### src/rtl/fetch_unit.sv
// fetch_unit: in-order instruction fetch front end with a small instruction
// buffer, redirect/flush handling, halt handling and an optional trap on
// misaligned redirect targets (enabled by defining FETCH_MISALIGN_TRAP_EN).
// Memory has a fixed one-cycle read latency, so at most one response is
// ever outstanding.
module fetch_unit #(
   parameter logic [31:0] RESET_PC   = 32'h0000_0000,
   parameter int unsigned FIFO_DEPTH = 2
) (
   input  logic        clk,
   input  logic        reset,
   output logic        imem_req,
   output logic [31:0] imem_addr,
   input  logic [31:0] imem_rdata,
   output logic        inst_valid,
   output logic [31:0] inst,
   output logic [31:0] inst_pc,
   input  logic        inst_ready,
   input  logic        redirect_valid,
   input  logic [31:0] redirect_pc,
   input  logic        halt,
   output logic        halted,
   output logic        trap
);

   localparam int unsigned PW = (FIFO_DEPTH > 1) ? $clog2(FIFO_DEPTH) : 1;
   localparam int unsigned CW = $clog2(FIFO_DEPTH + 1);
   localparam logic [PW-1:0] LAST_PTR = PW'(FIFO_DEPTH - 1);
   localparam logic [CW:0]   DEPTH_W  = (CW + 1)'(FIFO_DEPTH);

   typedef enum logic [1:0] {
      ST_IDLE,
      ST_RUN,
      ST_HALT,
      ST_TRAP
   } state_t;

   state_t         state_q, state_d;
   logic [31:0]    fetch_pc_q;
   logic           inflight_q;
   logic [31:0]    inflight_pc_q;
   logic [CW-1:0]  count_q;
   logic [PW-1:0]  rd_ptr_q, wr_ptr_q;
   logic [31:0]    pc_mem   [FIFO_DEPTH];
   logic [31:0]    data_mem [FIFO_DEPTH];

   logic           pop;
   logic           push;
   logic           redirect_taken;
   logic           misalign;
   logic [31:0]    redirect_tgt;
   logic [CW:0]    occupancy;

   function automatic logic [PW-1:0] ptr_inc(input logic [PW-1:0] p);
      return (p == LAST_PTR) ? '0 : p + 1'b1;
   endfunction

   assign inst_valid     = (count_q != '0);
   assign inst           = data_mem[rd_ptr_q];
   assign inst_pc        = pc_mem[rd_ptr_q];
   assign imem_addr      = fetch_pc_q;
   assign halted         = (state_q == ST_HALT);
   assign pop            = inst_valid & inst_ready;
   assign redirect_taken = redirect_valid & ((state_q == ST_RUN) | (state_q == ST_HALT));
   // A response arriving in a redirect cycle belongs to the flushed stream.
   assign push           = inflight_q & ~redirect_taken;
   assign redirect_tgt   = {redirect_pc[31:2], 2'b00};
   assign occupancy      = {1'b0, count_q} + (CW + 1)'(inflight_q) - (CW + 1)'(pop);

`ifdef FETCH_MISALIGN_TRAP_EN
   assign misalign = |redirect_pc[1:0];
   assign trap     = (state_q == ST_TRAP);
`else
   logic unused_redirect_low;
   assign unused_redirect_low = ^redirect_pc[1:0];
   assign misalign = 1'b0;
   assign trap     = 1'b0;
`endif

   // State register.
   always_ff @(posedge clk or posedge reset) begin
      if (reset) state_q <= ST_IDLE;
      else       state_q <= state_d;
   end

   // Next-state and request generation.
   always_comb begin
      state_d  = state_q;
      imem_req = 1'b0;
      case (state_q)
         ST_IDLE: state_d = ST_RUN;
         ST_RUN: begin
            imem_req = ~halt & ~redirect_valid & (occupancy < DEPTH_W);
            if (redirect_valid)            state_d = misalign ? ST_TRAP : ST_RUN;
            else if (halt & ~inflight_q)   state_d = ST_HALT;
         end
         ST_HALT: begin
            if (redirect_valid & misalign) state_d = ST_TRAP;
            else if (~halt)                state_d = ST_RUN;
         end
         ST_TRAP: state_d = ST_TRAP;
         default: state_d = ST_IDLE;
      endcase
   end

   // Fetch PC, outstanding-response tracking and instruction buffer.
   always_ff @(posedge clk or posedge reset) begin
      if (reset) begin
         fetch_pc_q    <= RESET_PC;
         inflight_q    <= 1'b0;
         inflight_pc_q <= '0;
         count_q       <= '0;
         rd_ptr_q      <= '0;
         wr_ptr_q      <= '0;
         for (int unsigned i = 0; i < FIFO_DEPTH; i++) begin
            pc_mem[i]   <= '0;
            data_mem[i] <= '0;
         end
      end else begin
         inflight_q <= imem_req;
         if (imem_req) begin
            fetch_pc_q    <= fetch_pc_q + 32'd4;
            inflight_pc_q <= fetch_pc_q;
         end
         if (redirect_taken) begin
            // Any simultaneous handshake is implicitly consumed by the flush.
            fetch_pc_q <= redirect_tgt;
            count_q    <= '0;
            rd_ptr_q   <= '0;
            wr_ptr_q   <= '0;
         end else begin
            if (push) begin
               pc_mem[wr_ptr_q]   <= inflight_pc_q;
               data_mem[wr_ptr_q] <= imem_rdata;
               wr_ptr_q           <= ptr_inc(wr_ptr_q);
            end
            if (pop) rd_ptr_q <= ptr_inc(rd_ptr_q);
            case ({push, pop})
               2'b10:   count_q <= count_q + 1'b1;
               2'b01:   count_q <= count_q - 1'b1;
               default: count_q <= count_q;
            endcase
         end
      end
   end

endmodule

### config.mk
export PLATFORM = sky130hd
export DESIGN_NAME = fetch_unit
export DESIGN_NICKNAME = d
export VERILOG_FILES = /design/src/rtl/fetch_unit.sv
export SDC_FILE = /design/constraint.sdc
export NUM_CORES = 1
export LEC_CHECK = 0
export CAP_MARGIN = 20
export CORE_MARGIN = 2
export CORE_UTILIZATION = 56
export CTS_CLUSTER_SIZE = 8
export DETAILED_ROUTE_END_ITERATION = 7
export MAX_ROUTING_LAYER = met4
export PLACE_DENSITY = 0.83
export SYNTH_ARGS = -nofsm -noshare
export SYNTH_HDL_FRONTEND = slang
export SYNTH_SLANG_ARGS = --single-unit
### constraint.sdc
create_clock -name clk -period 17.8 [get_ports clk]
set_input_delay 3.56 -clock clk [delete_from_list [all_inputs] [get_ports clk]]
set_output_delay 3.56 -clock clk [all_outputs]
set_load 0.02 [all_outputs]
==> metrics.md, run 1 <==
| Metric | Value |
|---|---|
| Outcome | finished clean |
| Synth Cell Area | 0.00865 sq mm |
| Ys Warns | 0 |
| First-pass iteration count of the detailed router | 5 |
| Number of distinct library cells after synthesis | 45 |
| Cts-stage hold buffer count | 0 |
| Max clock buf depth | 2 |
| Chip height | 128 microns |
| Post-CTS Setup Bufs | 0 |
| Layout cells sized above 1 | 27.3% |
| Design area | 0.0109 sq mm |
| Arr. time, crit path | 6.58 ns |
| TritonCTS Buffers | 17 |
| Fin crit share | 56.9% |
| ANT cells | 0 |
| Critical Path, Cell by Cell | clkdlybuf4s50_1, nand2b_1, nor2_1, o21ai_0, fa_1, nor4bb_1, nand2_1, inv_1, clkdlybuf4s50_1 |
| CORE AREA | 0.0151 sq mm |
| DR vias/cell | 5.85 |
| CTS tree | built |
| Wirelength per Cell | 18.5 microns |
| Filler instances | 1003 |
| Post_cts resized | 0 |
| Final setup violation count | 0 |
| Number of global-route vias before repair | 6451 |
| Initial core utilization | 57.1% |
| P&R area growth vs syn | 26.4% |
| Fmax | 0.0987 GHz |
| Detailed placer's ending HPWL | 12.9 mm |
| Worst path required time | 14.24 ns |
| Area after DPL | 0.0104 sq mm |
| Final #Nets | 934 |
| Synth Instances | 716 |
| Pins over their slew limit | 0 |
| Tmin final | 10.14 ns |
| RSZ-0062 raised after global routing | false |
| VDD IR max | 0.000105 V |
| Routed Wire Length | 19.6 mm |
| Most used cell, CP | clkdlybuf4s50_1 |
| Rows | 45 |
| Grt total ovfl | 0 |
| Ports | 169 |
| # H-tree levels | 4 |
| Crit path launch type | input port |
| Clock Skews | 0.00927 ns |
| Crit Path Max Fanout | 3 |
| Share of flip-flops with an asynchronous set or reset | 100% |
| Worst skew pair latency | 0.43 ns |
| Post-DRT Antenna Nets | 0 |
| Final hold violations | 0 |
| Worst Hold Class | reg2reg |
| Slowest cell on crit path | clkdlybuf4s50_1 |
| PD cells | 182 mW/mm^2 |
| Overall Global Routing Usage | 25.6% |
| Global-route wire length before repair | 32.0 mm |
| EDFF count, synth | 0 |
| CP Capture Type | output pin |
| Delay of the slowest critical-path stage | 0.62 ns |
| Register area | 0.00478 sq mm |
| Leak pwr | 4.89 nW |
| Gp weighted congestion | 0.882 |
| Num Clock Sinks | 191 |
| Synth Register Bits | 191 |
| Antenna violations before repair | 0 |
| Syn_area_per_cell | 12.1 sq um |
| DR vias | 6206 |
| Setup TNS | 0 ns |
| Least-Margin Pin Slew | 1.11 ns |
| Largest net degree at the start of global routing | 123 |
| Worst Setup Path Type | in2out |
| Slew Limit Headroom | 25.9% |
| Sequential share of the synthesized area | 55.3% |
| Die width | 128 microns |
| Die area | 0.0164 sq mm |
| Iteration-0 DRC Markers | 523 |
| Area of the multi-input gates | 0.00366 sq mm |
| Port Buffers | 161 |
| Residual DRC | 0 |
| Clock Tree Root | clkbuf_16 |
| Clock Pin Slew Worst Setup and Hold Paths | 0.07 ns |
| Main synth FF type | dfrtp_1 |
| Max-cap violations | 0 |
cells in the mapped netlist (7+ instances only):
master | count | area (sq um)
or3_1 | 7 | 43.8
a311oi_1 | 7 | 61.3
nand4_1 | 8 | 50.1
mux2_2 | 186 | 2090
nor2_1 | 24 | 90.1
nand2_1 | 112 | 420
o211ai_1 | 9 | 67.6
inv_1 | 10 | 37.5
clkbuf_1 | 25 | 93.8
nor3_1 | 7 | 35.0
dfrtp_1 | 191 | 4780
o21ai_0 | 14 | 70.1
xnor2_1 | 10 | 87.6
buf_1 | 10 | 37.5
a21oi_1 | 10 | 50.1
nand3_1 | 18 | 90.1
flip-flops by register name (all words and copies together) (netlist names):
signal         flops
count_q            2
data_mem          64
imem_addr         30
inflight_pc_q     30
inflight_q         1
pc_mem            60
rd_ptr_q           1
state_q            2
wr_ptr_q           1
final cells by class:
| cell class | instances | share of cell area (%) |
|---|---|---|
| multi-input cells | 473 | 33.5 |
| repair buffers | 167 | 15.2 |
| inverters | 10 | 0.412 |
| well taps | 188 | 2.15 |
| flip-flops and latches | 191 | 43.7 |
| clock buffers | 17 | 3.89 |
| clock inverters | 15 | 1.16 |
final timing paths:
kind / start / endpoint / slack (ns) / cells past startpoint
max reg2reg: count_q[1]$_DFFE_PP0P_ / imem_addr[13]$_DFFE_PP0P_ / 13.99 / 10
min: inflight_pc_q[16]$_DFFE_PP0P_ / inflight_pc_q[16]$_DFFE_PP0P_ / 0.50 / 2
max: inst_ready / imem_req / 7.66 / 9
min reg2reg: inflight_pc_q[16]$_DFFE_PP0P_ / inflight_pc_q[16]$_DFFE_PP0P_ / 0.50 / 2
min in group asynchronous: reset / data_mem[33]$_DFFE_PP0P_ / 3.70 / 2
max in group asynchronous: reset / rd_ptr_q$_DFFE_PP0P_ / 12.70 / 3
power breakdown:
part | leakage [nW] | switching, mW | internal [mW]
clock | 0.264 | 0.173 | 0.183
sequential | 2.42 | 0.165 | 0.629
combinational | 2.21 | 0.388 | 0.456
layer usage:
metal  vias up  track usage (%)  wire [microns]
met5         -                -               0
met2       277             40.9            9480
met3        37             4.88            1320
met1      3089             33.0            8400
met4         0             8.92             437
li1       2803                -               -
placed cells by master (no fill, tap or decap), types with 7 or more instances in the layout:
cell type        instances
clkbuf_16               17
nand4_1                  8
a21oi_1                 10
nor3_1                   7
inv_1                    9
nand2_1                112
a311oi_1                 7
o21ai_0                 14
nand3_1                 17
o211ai_1                 9
xnor2_1                 10
dfrtp_1                190
clkdlybuf4s50_1        161
nor2_1                  24
mux2_2                 186
through the flow:
stage	total power, mW	setup slack (ns)	hold WS [ns]	util (%)	cells
final	1.99	7.66	0.499	72.2	1061
after global routing	2.10	7.53	0.515	72.2	1061
after CTS	2.00	7.67	0.504	72.2	1061
after detailed placement	1.64	7.68	0.485	68.5	1029
after global placement	1.60	7.71	0.475	68.5	1029
after floorplan	1.27	8.61	0.460	-	720
worst max-delay path, delay by kind of cell:
| family | cells | cell delay [ns] |
|---|---|---|
| buffers and inverters | 3 | 1.29 |
| and+or+nand+nor | 4 | 1.05 |
| adders and majority gates | 1 | 0.53 |
| AOI/OAI and AO/OA | 1 | 0.14 |
logic make-up after synthesis:
family | count (synthesis) | share of synthesized area [%]
fa+ha+maj | 5 | 0.810
simple gates | 204 | 10.9
buf+inv | 56 | 2.74
other cells | 1 | 0.0434
xor+xnor | 13 | 1.32
compound gates | 59 | 4.62
mux | 187 | 24.3
flops | 191 | 55.3
No activity file was read; power rests on OpenSTA's default activity.
==> inputs of run 2 (changes only) <==
--- a/config.mk
+++ b/config.mk
@@ -7,11 +7,11 @@
 export LEC_CHECK = 0
 export CAP_MARGIN = 20
 export CORE_MARGIN = 2
-export CORE_UTILIZATION = 56
+export CORE_UTILIZATION = 52
 export CTS_CLUSTER_SIZE = 8
 export DETAILED_ROUTE_END_ITERATION = 7
 export MAX_ROUTING_LAYER = met4
-export PLACE_DENSITY = 0.83
+export PLACE_DENSITY = 0.78
 export SYNTH_ARGS = -nofsm -noshare
 export SYNTH_HDL_FRONTEND = slang
 export SYNTH_SLANG_ARGS = --single-unit
==> constraint.sdc (replaced) <==
create_clock -name clk -period 9.55 [get_ports clk]
set_input_delay 1.91 -clock clk [delete_from_list [all_inputs] [get_ports clk]]
set_output_delay 1.91 -clock clk [all_outputs]
set_load 0.02 [all_outputs]
==> run 2 against run 1 <==
Net effect: non-clock buffer count is 1 higher; clock power is 95% higher; power is 88% higher; clock skew is 0.0026 ns lower; global-route usage is 1.9 points lower; critical path type unchanged; first-iteration DRC count is 36% lower; highest routed layer unchanged; hold slack hardly changed; flip-flop and latch count stayed put; critical path depth is 1 higher; largest cell class unchanged; cell count is 3.0% higher.
==> metrics.md, run 2 (same netlist as run 1, synthesis figures left out) <==
| Metric | Value |
|---|---|
| Initial core utilization | 52.7% |
| Largest register FFs | 64 |
| Most common cell after layout, fill and taps aside | dfrtp_1 |
| Post-DRT Antenna Nets | 0 |
| Clock Skews | 0.00668 ns |
| Grt total ovfl | 0 |
| Worst hold stages | 2 |
| Final #Nets | 935 |
| Max-cap violations | 0 |
| Layout cells sized above 1 | 27.1% |
| Most flop-heavy register | data_mem |
| Finished Layout Cells | 1093 |
| Smallest hold slack | 0.499 ns |
| CTS tree | built |
| Pre-CTS WS | 2.68 ns |
| Register area | 0.00478 sq mm |
| Ports | 169 |
| Chip height | 133 microns |
| Worst path required time | 7.64 ns |
| Routed Wire Length | 19.6 mm |
| Final hold violations | 0 |
| Residual DRC | 0 |
| Area of the multi-input gates | 0.00366 sq mm |
| Flop2flop setup slack | 6.13 ns |
| RSZ-0062 raised after global routing | false |
| Slew Limit Headroom | 30.4% |
| Post_cts resized | 0 |
| Worst Hold Class | reg2reg |
| Filler instances | 1178 |
| Reg2Reg Depth | 10 |
| Die width | 133 microns |
| Worst skew pair latency | 0.42 ns |
| Leak pwr | 4.92 nW |
| DR vias | 6112 |
| P&R area growth vs syn | 27.5% |
| Registers with the most flip-flops | data_mem: 64 flops, pc_mem: 60 flops |
| Setup TNS | 0 ns |
| Worst Setup Path Type | in2out |
| Iteration-0 DRC Markers | 336 |
| Outcome | finished clean |
| Overall Global Routing Usage | 23.7% |
| Number of global-route vias before repair | 6175 |
| Cts-stage hold buffer count | 0 |
| Global-route wire length before repair | 32.4 mm |
| Crit Path Max Fanout | 42 |
| Post-CTS Setup Bufs | 0 |
| Final setup violation count | 0 |
| DR vias/cell | 5.59 |
| Tmin final | 6.90 ns |
| Die area | 0.0177 sq mm |
| Detailed placer's ending HPWL | 12.7 mm |
| Gp weighted congestion | 0.912 |
| Pins over their slew limit | 0 |
| PD cells | 341 mW/mm^2 |
| # H-tree levels | 4 |
| CORE AREA | 0.0164 sq mm |
| Num Clock Sinks | 191 |
| Clock Pin Slew Worst Setup and Hold Paths | 0.07 ns |
| Least-Margin Pin Slew | 1.04 ns |
| Antenna violations before repair | 0 |
| Fmax | 0.145 GHz |
| Port Buffers | 161 |
| CP Capture Type | output pin |
| TritonCTS Buffers | 17 |
| First-pass iteration count of the detailed router | 6 |
| Fin crit share | 72.2% |
| Rows | 47 |
| Dpl cells | 1061 |
| Final worst slack | 2.65 ns |
| ANT cells | 0 |
| VDD IR max | 0.000206 V |
| Clock Tree Root | clkbuf_16 |
| Wirelength per Cell | 18.0 microns |
| Commonest non-fill, non-tap cells in the layout | dfrtp_1 (190), mux2_2 (186), clkdlybuf4s50_1 (161) |
| Largest net degree at the start of global routing | 107 |
| Crit path launch type | input port |
| Max clock buf depth | 2 |
| Arr. time, crit path | 4.99 ns |
==> run 2: cell count changes in the layout (fill, tap and decap cells not counted), moves of 2 or more <==
cell / before / now
clkinv_4: 4 / 1
clkinv_2: 1 / 3
inv_6: 6 / 4
bufinv_16: 0 / 2
==> run 2: path summary, 6_finish.rpt <==
path | from | to
setup / recovery | inst_ready | imem_req
hold / removal | inflight_pc_q[31]$_DFFE_PP0P_ | inflight_pc_q[31]$_DFFE_PP0P_
setup reg to reg | count_q[1]$_DFFE_PP0P_ | imem_addr[17]$_DFFE_PP0P_
hold reg to reg | inflight_pc_q[31]$_DFFE_PP0P_ | inflight_pc_q[31]$_DFFE_PP0P_
max in group asynchronous | reset | rd_ptr_q$_DFFE_PP0P_
min in group asynchronous | reset | pc_mem[9]$_DFFE_PP0P_
==> run 2: where the power goes <==
group          internal, mW  switching, mW
registers              1.17          0.294
logic                 0.852          0.740
clock network         0.394          0.301
==> run 2: metrics by stage <==
stage                     utilization (%)  instance area [sq um]  power, mW
after global routing                 67.2                  11000       3.96
final                                67.2                  11000       3.75
after CTS                            67.0                  11000       3.77
after detailed placement             63.5                  10400       3.06
after global placement               63.5                  10400       2.99
after floorplan                         -                   8660       2.38
==> run 2: area by class of cell <==
| class | instances | area share [%] |
|---|---|---|
| Sequential cell | 191 | 43.4 |
| Multi-Input combinational cell | 473 | 33.2 |
| Timing Repair Buffer | 168 | 15.3 |
| Clock buffer | 19 | 4.02 |
| Tap cell | 220 | 2.50 |
| Clock inverter | 12 | 1.21 |
| Inverter | 10 | 0.409 |
==> run 2: worst max-delay path: stages <==
cell and delay (ns):
clkdlybuf4s50_1 0.51, nand2b_1 0.08, nor2_1 0.16, o21ai_0 0.14
fa_1 0.53, nor4bb_1 0.36, nand2_1 0.12, inv_1 0.07
buf_4 0.39, clkdlybuf4s50_1 0.70
==> run 2: layer usage <==
metal | part of all wire, % | GRT usage [%] | vias to the layer above | wire length, microns
li1 | - | - | 2799 | -
met1 | 45 | 32.4 | 3058 | 8790
met2 | 47 | 36.8 | 235 | 9310
met3 | 6.3 | 4.14 | 20 | 1240
met4 | 1.5 | 6.75 | 0 | 291
met5 | 0 | - | - | 0
==> inputs of run 3 (changes only) <==
==> constraint.sdc (replaced) <==
create_clock -name clk -period 7.2 [get_ports clk]
set_input_delay 1.44 -clock clk [delete_from_list [all_inputs] [get_ports clk]]
set_output_delay 1.44 -clock clk [all_outputs]
set_load 0.02 [all_outputs]
==> run 3 against run 2 <==
Net effect: critical path depth fell by 1; register-to-register slack got worse by 2.4 ns; flip-flop and latch count did not move; combinational power rose by 33%; highest routed layer unchanged.
==> metrics.md, run 3 (same netlist as run 1, synthesis figures left out) <==
| Metric | Value |
|---|---|
| Detailed placer's ending HPWL | 12.8 mm |
| Filler instances | 1166 |
| Max clock buf depth | 2 |
| Worst Hold Class | reg2reg |
| First-pass iteration count of the detailed router | 5 |
| Rows | 47 |
| CORE AREA | 0.0164 sq mm |
| Worst skew pair latency | 0.43 ns |
| Clock Tree Root | clkbuf_16 |
| Post-DRT Antenna Nets | 0 |
| Global-route wire length before repair | 32.4 mm |
| Setup TNS | 0 ns |
| Largest net degree at the start of global routing | 131 |
| Tmin final | 5.67 ns |
| Num Clock Sinks | 191 |
| Pins over their slew limit | 0 |
| Net Switching | 1.80 mW |
| CTS tree | built |
| Sw frac | 35.9% |
| CP Capture Type | output pin |
| Gp weighted congestion | 0.913 |
| TritonCTS Buffers | 17 |
| Overall Global Routing Usage | 23.6% |
| Max-cap violations | 0 |
| Most common cell after layout, fill and taps aside | dfrtp_1 |
| Post-CTS Setup Bufs | 0 |
| Clock Power Share | 19.0% |
| ANT cells | 0 |
| PD cells | 454 mW/mm^2 |
| Number of global-route vias before repair | 6415 |
| Port Buffers | 161 |
| Flop pwr share | 38.9% |
| P&R area growth vs syn | 27.5% |
| Most flop-heavy register | data_mem |
| Wirelength per Cell | 17.9 microns |
| Critical R2R Launch | count_q[1]$_DFFE_PP0P_ |
| Die area | 0.0177 sq mm |
| Iteration-0 DRC Markers | 401 |
| Layout Utilization | 67.2% |
| Fmax | 0.176 GHz |
| Grt total ovfl | 0 |
| Final setup violation count | 0 |
| Crit path launch type | input port |
| Routed Wire Length | 19.6 mm |
| Least-Margin Pin Slew | 1.04 ns |
| Worst Setup Path Type | in2out |
| Internal Pwr Total | 3.21 mW |
| DR vias | 6117 |
| Crit Path Max Fanout | 3 |
| Ports | 169 |
| Leak pwr | 4.91 nW |
| Final hold violations | 0 |
| Commonest non-fill, non-tap cells in the layout | dfrtp_1 (190), mux2_2 (186), clkdlybuf4s50_1 (161) |
| Comb power frac | 42.1% |
| Final #Nets | 934 |
| RSZ-0062 raised after global routing | false |
| Slew Limit Headroom | 31.0% |
| Arr. time, crit path | 4.23 ns |
| Registers with the most flip-flops | data_mem: 64 flops, pc_mem: 60 flops |
| VDD IR max | 0.000244 V |
| Residual DRC | 0 |
| Post_cts resized | 0 |
| Largest register FFs | 64 |
| Antenna violations before repair | 0 |
| Fin crit share | 78.8% |
| Initial core utilization | 52.7% |
| DR vias/cell | 5.60 |
| Die width | 133 microns |
| Outcome | finished clean |
| Clock Pin Slew Worst Setup and Hold Paths | 0.07 ns |
| CP startpoint | inst_ready |
| Chip height | 133 microns |
| Worst path required time | 5.76 ns |
| Min-delay src | inflight_pc_q[4]$_DFFE_PP0P_ |
| Layout cells sized above 1 | 27.3% |
| Cts-stage hold buffer count | 0 |
| # H-tree levels | 4 |
| Clock Skews | 0.00752 ns |
-- run 3: changes by cell type in the layout (fill, tap and decap cells not counted), sizes merged --
cell	previous run	this run
buf	7	6
clkbuf	19	17
clkinv	4	2
clkinvlp	2	5
inv	14	16
-- run 3: through the flow --
stage,instances,power [mW],hold slack [ns],setup slack [ns],area (sq um)
final,1093,5.00,0.499,1.53,11000
after global routing,1093,5.28,0.513,1.31,11000
after CTS,1093,5.04,0.505,1.55,11000
after detailed placement,1061,4.07,0.488,1.57,10400
after global placement,1061,3.97,0.475,1.59,10400
after floorplan,720,3.15,0.460,0.561,8660
-- run 3: final cells by class --
class	count	area (sq um)	share of cell area (%)
Clock buffer	17	425	3.86
Clock inverter	15	178	1.61
Inverter	10	45.0	0.409
Multi-Input combinational cell	473	3660	33.2
Sequential cell	191	4780	43.4
Tap cell	220	275	2.50
Timing Repair Buffer	167	1660	15.0
-- run 3: power by group through the flow --
| stage | Combinational (mW) | Sequential, mW | Clock [mW] |
|---|---|---|---|
| 2_1_floorplan | 1.24 | 1.91 | 0 |
| 3_3_place_gp | 2.07 | 1.90 | 0 |
| 3_5_place_dp | 2.11 | 1.96 | 0 |
| 4_1_cts | 2.13 | 1.94 | 0.967 |
| 5_1_grt | 2.25 | 2.01 | 1.02 |
| 6_report | 2.11 | 1.95 | 0.953 |
-- run 3: path summary, 6_finish.rpt --
kind / to / slack, ns / cells after the start
max in group asynchronous: rd_ptr_q$_DFFE_PP0P_ / 4.24 / 3
max reg2reg: imem_addr[31]$_DFFE_PP0P_ / 3.69 / 11
min: inflight_pc_q[4]$_DFFE_PP0P_ / 0.50 / 2
min in group asynchronous: pc_mem[6]$_DFFE_PP0P_ / 1.62 / 2
max: imem_req / 1.53 / 9
min reg2reg: inflight_pc_q[4]$_DFFE_PP0P_ / 0.50 / 2
-- run 3: routing by layer --
layer / vias up / global-route usage (%) / wire [microns]
met4: 0 / 8.78 / 484
met2: 255 / 37.0 / 9280
li1: 2806 / - / -
met3: 36 / 4.25 / 1360
met1: 3020 / 31.1 / 8460
met5: - / - / 0
-- run 3: critical path: stages --
cell,delay [ns]
clkdlybuf4s50_1,0.51
nand2b_1,0.09
nor2_1,0.16
o21ai_0,0.14
fa_1,0.53
nor4bb_1,0.42
nand2_1,0.13
inv_1,0.18
clkdlybuf4s50_1,0.63
